--- config.mk ---
export PLATFORM = sky130hd
export DESIGN_NAME = ex_operand_forward
export DESIGN_NICKNAME = d
export VERILOG_FILES = /design/src/rtl/ex_operand_forward.sv
export SDC_FILE = /design/constraint.sdc
export NUM_CORES = 1
export LEC_CHECK = 0
export ABC_AREA = 1
export CORE_AREA = 2 2 140 142
export CTS_BUF_LIST = sky130_fd_sc_hd__clkbuf_2
export DETAILED_ROUTE_END_ITERATION = 8
export DIE_AREA = 0 0 142 144
export PLACE_DENSITY = 0.82
export RECOVER_POWER = 50
export REMOVE_ABC_BUFFERS = 1
export SLEW_MARGIN = 5
export SYNTH_ARGS = -nofsm -noshare
export SYNTH_HDL_FRONTEND = slang
export SYNTH_SLANG_ARGS = --single-unit
--- constraint.sdc ---
create_clock -name clk -period 5.1 [get_ports clk]
set_input_delay 0.51 -clock clk [delete_from_list [all_inputs] [get_ports clk]]
set_output_delay 0.51 -clock clk [all_outputs]
set_load 0.05 [all_outputs]
--- src/rtl/ex_operand_forward.sv ---
// EX-stage operand forwarding and load-use hazard detection for the pipelined MIPS core.
// Tracks the last DEPTH retired-from-EX results and resolves rs/rt with youngest-first priority.
module ex_operand_forward #(
  parameter int DATA_W = 32,
  parameter int REG_AW = 5,
  parameter int DEPTH  = 3,
  parameter int CNT_W  = 16
) (
  input  logic              clk,
  input  logic              rst,
  input  logic              hold,
  input  logic              ex_valid,
  input  logic              ex_we,
  input  logic              ex_is_load,
  input  logic [REG_AW-1:0] ex_rd,
  input  logic [DATA_W-1:0] ex_alu_result,
  input  logic [REG_AW-1:0] ex_rs,
  input  logic [REG_AW-1:0] ex_rt,
  input  logic              ex_use_rs,
  input  logic              ex_use_rt,
  input  logic [DATA_W-1:0] ex_rs_data,
  input  logic [DATA_W-1:0] ex_rt_data,
  input  logic [DATA_W-1:0] ex_imm,
  input  logic              ex_alusrcb_imm,
  input  logic [DATA_W-1:0] mem_load_data,
  output logic [DATA_W-1:0] src_a,
  output logic [DATA_W-1:0] src_b,
  output logic [DATA_W-1:0] store_data,
  output logic              stall,
  output logic [CNT_W-1:0]  stall_cnt
);

  // Stage 0 is the instruction in MEM; higher indices are older.
  logic [DEPTH-1:0]  valid_q, valid_d;
  logic [DEPTH-1:0]  ready_q, ready_d;
  logic [REG_AW-1:0] rd_q   [DEPTH];
  logic [REG_AW-1:0] rd_d   [DEPTH];
  logic [DATA_W-1:0] data_q [DEPTH];
  logic [DATA_W-1:0] data_d [DEPTH];
  logic [CNT_W-1:0]  cnt_q, cnt_d;

  logic [REG_AW-1:0] src_addr [2];
  logic [DATA_W-1:0] src_rf   [2];
  logic [DATA_W-1:0] res_w    [2];
  logic [1:0]        haz_w;

  assign src_addr[0] = ex_rs;
  assign src_addr[1] = ex_rt;
  assign src_rf[0]   = ex_rs_data;
  assign src_rf[1]   = ex_rt_data;

  // Index 0 resolves rs, index 1 resolves rt.
  generate
    for (genvar gi = 0; gi < 2; gi++) begin : g_lookup
      logic [DATA_W-1:0] val;
      logic              hz;

      // Walk oldest to youngest so the youngest match is the last one to win.
      always_comb begin
        val = src_rf[gi];
        hz  = 1'b0;
        for (int i = DEPTH - 1; i >= 0; i--) begin
          if (valid_q[i] && (rd_q[i] == src_addr[gi]) && (|src_addr[gi])) begin
            val = data_q[i];
            hz  = ~ready_q[i];
          end
        end
      end

      assign res_w[gi] = val;
      assign haz_w[gi] = hz;
    end
  endgenerate

  assign src_a      = res_w[0];
  assign store_data = res_w[1];
  assign src_b      = ex_alusrcb_imm ? ex_imm : res_w[1];
  assign stall      = ex_valid && ((haz_w[0] && ex_use_rs) || (haz_w[1] && ex_use_rt));
  assign stall_cnt  = cnt_q;

  // A pending load completes as it leaves stage 0, picking up the memory data.
  always_comb begin
    valid_d   = valid_q;
    ready_d   = ready_q;
    for (int i = 0; i < DEPTH; i++) begin
      rd_d[i]   = rd_q[i];
      data_d[i] = data_q[i];
    end
    for (int i = 1; i < DEPTH; i++) begin
      valid_d[i] = valid_q[i-1];
      rd_d[i]    = rd_q[i-1];
      ready_d[i] = 1'b1;
      data_d[i]  = ready_q[i-1] ? data_q[i-1] : mem_load_data;
    end
    valid_d[0] = ex_valid && ex_we && (|ex_rd) && !stall;
    rd_d[0]    = ex_rd;
    ready_d[0] = !ex_is_load;
    data_d[0]  = ex_alu_result;
  end

  always_comb begin
    cnt_d = cnt_q;
    if (stall && !(&cnt_q)) begin
      cnt_d = cnt_q + CNT_W'(1);
    end
  end

  always_ff @(posedge clk or posedge rst) begin
    if (rst) begin
      valid_q <= '0;
      ready_q <= '1;
      for (int i = 0; i < DEPTH; i++) begin
        rd_q[i]   <= '0;
        data_q[i] <= '0;
      end
      cnt_q <= '0;
    end else if (!hold) begin
      valid_q <= valid_d;
      ready_q <= ready_d;
      for (int i = 0; i < DEPTH; i++) begin
        rd_q[i]   <= rd_d[i];
        data_q[i] <= data_d[i];
      end
      cnt_q <= cnt_d;
    end
  end

endmodule

======== After elaboration in Yosys (flattened, before gate mapping) ========
Index checks and enable logic that the tools add are counted.
operators by class
  add/sub/neg operators ................... 1
  $mul .................................... 0
  divide/modulo/power cells ............... 0
  order comparisons ....................... 0
  equality and inequality tests ........... 6
  shift-type cells ........................ 0
  multiplexer cells ....................... 10
  bitwise operators ....................... 2
  reductions and logical operators ........ 28
operators with widths
  cell                                           count
  2-to-1 mux 32 bit                              8
  == test 5 bit                                  6
  logical AND 1 bit                              19
  adder 16 x 1 -> 16 bit, second input constant  1
  AND reduction 16 bit                           1
  OR reduction 5 bit                             3
  logical NOT 1 bit                              3
  2-to-1 mux 1 bit                               2
  inverter 1 bit                                 2
  AND reduction 2 bit                            1
  logical OR 1 bit                               1
storage, ports and cells
  register bits ........................... 131
  bits in latches ......................... 0
  bits in writable memories ............... 0
  memory bits (read-only) ................. 0
  bits of input ports ..................... 184
  output and inout port bits .............. 113
  word-level logic and storage cells ...... 56
  memories ................................ 0

======== Depth between registers and ports, before layout ========
  depth in word-level cells ............... 9
  mapped depth ............................ 14
  gate-level depth less buffers ........... 13

======== Worst setup path after synthesis ========
Ideal clock, no wire load.
  path kind ............................... input to output
  start ................................... in ex_rt[3]
  end ..................................... out src_b[10]
  arrival ................................. 2.175 ns
  setup slack ............................. 2.415 ns
  cell stages on the path ................. 12
  buffers on the path ..................... 1
  path through ............................ inv_2 > nand3_1 > nor2_2 > nor2_2 > nand2_1 > buf_2 > nand2_1 > nand3_1 > nand2_1 > nand2_1 > nand2_1 > nand2_1
on the way
  longest elaborated chain between the ends .. 7
RTL lines
  item                            RTL line  text
  from (decl)                     18        input logic [REG_AW-1:0] ex_rt,
  == test 5 bit                   63        if (valid_q[i] && (rd_q[i] == src_addr[gi]) && (|src_addr[gi])) begin
  logical AND 1 bit (2 in a row)  63
  2-to-1 mux 32 bit (2 in a row)  63
  2-to-1 mux 32 bit (*)           63
  via store_data[10]              28        output logic [DATA_W-1:0] store_data,
  2-to-1 mux 32 bit (*)           77        assign src_b = ex_alusrcb_imm ? ex_imm : res_w[1];
  to (decl)                       27        output logic [DATA_W-1:0] src_b,
The timed path passes the listed nets; every way through them passes the cells marked *.

======== Worst setup path in the final report ========
  start ................................... in hold
  end ..................................... reg cnt_q[10], in the netlist stall_cnt[10]
on the way
  longest elaborated chain between the ends .. 2
RTL lines
  item                                  RTL line  text
  from (decl)                           11        input logic hold,
  inverter 1 bit (no source line)       --
  AND reduction 2 bit (no source line)  --
  to (signal assigned)                  124       cnt_q <= cnt_d;
  to (decl)                             40        logic [CNT_W-1:0] cnt_q, cnt_d;
No other way between the ends.
A chain may end at the register's enable or synchronous reset.

==> flow_summary.toml <==
[run_status]
status = "complete, but fails checks"
violations = "capacitance limit, slew limit"

[logic_synthesis]
ys.flop_type = "dfrtp_1"
synthTopCellsByArea = "dfrtp_1 (36%), nand2_1 (25%), nand3_1 (14%)"
yosysSeqAreaShare = 0.367
ys_types = 29
synth_top_area_cell = "dfrtp_1"
yosys_warnings = 0
synth_area_um2 = 8930
synthCells = 1419
synth-async-reset-ratio = 1.00
synth-seq-cells = 131
avgSynthCellArea_um2 = 6.29
synth_edf_count = 0
yosysTopAreaCellShare = 0.364

[route]
route.detailed.drc = 0
detail_route.wl_per_cell_um = 18.4
drt_first_pass_iters = 6
vias = 10600
vias_per_cell = 5.54
routed_wl_um = 35300
ant_nets = 0
drt_iter0_drc = 971

[cts]
cts_buffers = 17
cts_num_sinks = 131
clk_path_buf_depth = 2
htreeDepth = 4
root_buffer = "clkbuf_2"
postCtsSetupRepairBufs = 0
clk_pin_slew_ns = 0.22
worstSkewPairLatency_ns = 0.74
cts_tree = "built"

[place]
dp_hpwl_um = 23500
place_inst = 1882
gp_congestion = 0.901
portBuffers = 296

[run]
max_cap_violations = 3

[critical_path]
cp_data_required_time_ns = 5.72
critPathLaunchType = "primary input"
crit_type = "in -> reg"
cp.arrival_ns = 4.66
cp-end-kind = "flop"
cp_max_fo = 88

[pwr]
vdd_ir_drop_max_uv = 215
power_leakage_nw = 6.35
p_per_area_nw_per_um2 = 243
p_total_w = 0.00311

[die]
ios = 297
initial_core_util = 0.468
core_area_um2 = 19100
die_width_um = 142
rows = 51
die_area_um2 = 20400
die_y_um = 144

[sta]
timing.slew.headroom = -1.57
setup_tns_ns = 0
fmax_mhz = 247
skew_ns = 0.0268
period_share = 0.792
finalCriticalPeriod_ns = 4.04
finalMaxSlewViolations = 253
hold_viol = 0
worstMarginPinSlew_ns = 3.86
grt_setup_unrepaired = "no"
setup_viol = 0

[cells_and_area]
final_cell_mix = "nand2_1 (588), nand3_1 (241), clkdlybuf4s50_1 (197)"
fill_cells = 1752
seq_area_um2 = 3280
areaGrowthSynthToFinish_pct = 43.5
drive_above_1_share = 0.0997
layout.nets = 1849
multi_input_area_um2 = 4770
fin_cells = 1916
final_common_cell = "nand2_1"

[grt]
antenna_found_initial = 3
grt_start_max_net_pins = 98
grt_pass1_wl_um = 54400
overflow = 0
grt_usage = 0.342
grt_pass1_vias = 10200

[hold_path]
hold_class = "in -> reg"
-- cell families after synthesis --
kind of cell    Yosys count  share of synthesized area
flops                   131                      0.367
xor+xnor                 17                     0.0167
fa+ha+maj                 1                    0.00140
compound gates          162                      0.100
buf+inv                 236                      0.104
simple gates            872                      0.410
-- where the power goes --
part | leakage (nW) | internal, W | total (W) | switching [W]
clock network | 0.148 | 0.000313 | 0.000722 | 0.000409
logic | 4.57 | 0.000455 | 0.00116 | 0.000704
registers | 1.63 | 0.00115 | 0.00123 | 0.0000780
total | 6.35 | 0.00192 | 0.00311 | 0.00119
-- synth_stat cells, types with 2 or more instances --
cell type and count:
a21oi_1 5, buf_1 15, buf_2 29, clkbuf_1 44, clkinv_1 3, dfrtp_1 130
inv_1 135, inv_2 9, nand2_1 589, nand3_1 242, nand4_1 6, nor2_1 14
nor2_2 7, nor2_4 2, nor3_1 7, nor3_2 2, o211ai_1 32, o21ai_0 121
o22ai_1 2, xnor2_1 8, xor2_1 9
-- per-layer routing --
metal | track usage | wire length, um | part of all wire | vias up
met5 | 0 | 0 | 0 | -
met4 | 0.138 | 1140 | 0.032 | 0
met3 | 0.0947 | 3860 | 0.11 | 99
met2 | 0.557 | 16600 | 0.47 | 644
met1 | 0.431 | 13700 | 0.39 | 4865
li1 | - | - | - | 5008
-- timing repair --
item,in CTS,in global routing
endpoints found under the hold margin,0,1
resized for setup,0,0
hold buffers,0,1
-- metrics by stage --
stage	setup slack, ns	utilization	hold WS, ns	instance area (um2)
2_1_floorplan	1.09	-	0.452	8550
3_3_place_gp	1.35	0.658	0.471	12600
3_5_place_dp	1.31	0.658	0.480	12600
4_1_cts	1.11	0.672	0.0187	12800
5_1_grt	0.585	0.671	0.267	12800
6_report	1.06	0.672	0.301	12800
-- critical path: stages --
cell and delay, ns:
dlygate4sd3_1 0.52, clkbuf_1 0.41, clkbuf_1 2.53, nor2_4 0.37
nand2_1 0.21, nand2_1 0.06
-- final cells by class --
type                    count  area share
multi-input cells        1052       0.372
repair buffers            315       0.285
flip-flops and latches    131       0.256
inverters                 147      0.0433
well taps                 238      0.0232
clock inverters            12      0.0129
clock buffers              18     0.00703
diodes                      3    0.000586
-- sequential cells by signal, indices dropped and copies added (netlist names) --
register / cells
stall_cnt: 16
valid_q: 3
rd_d: 10
rd_q: 5
ready_q: 1
data_q: 96
-- path summary, 6_finish.rpt --
path	slack, ns	cells past startpoint	end	from
setup / recovery	1.06	6	stall_cnt[10]	hold
hold / removal	0.30	3	data_q[83]	ex_alu_result[19]
setup reg to reg	1.52	3	data_q[35]	ready_q[0]
hold reg to reg	0.52	2	valid_q[1]	valid_q[1]
max in group asynchronous	1.30	2	data_q[37]	rst
min in group asynchronous	1.63	2	stall_cnt[1]	rst
Note: power is estimated with default switching activity, not from simulation.
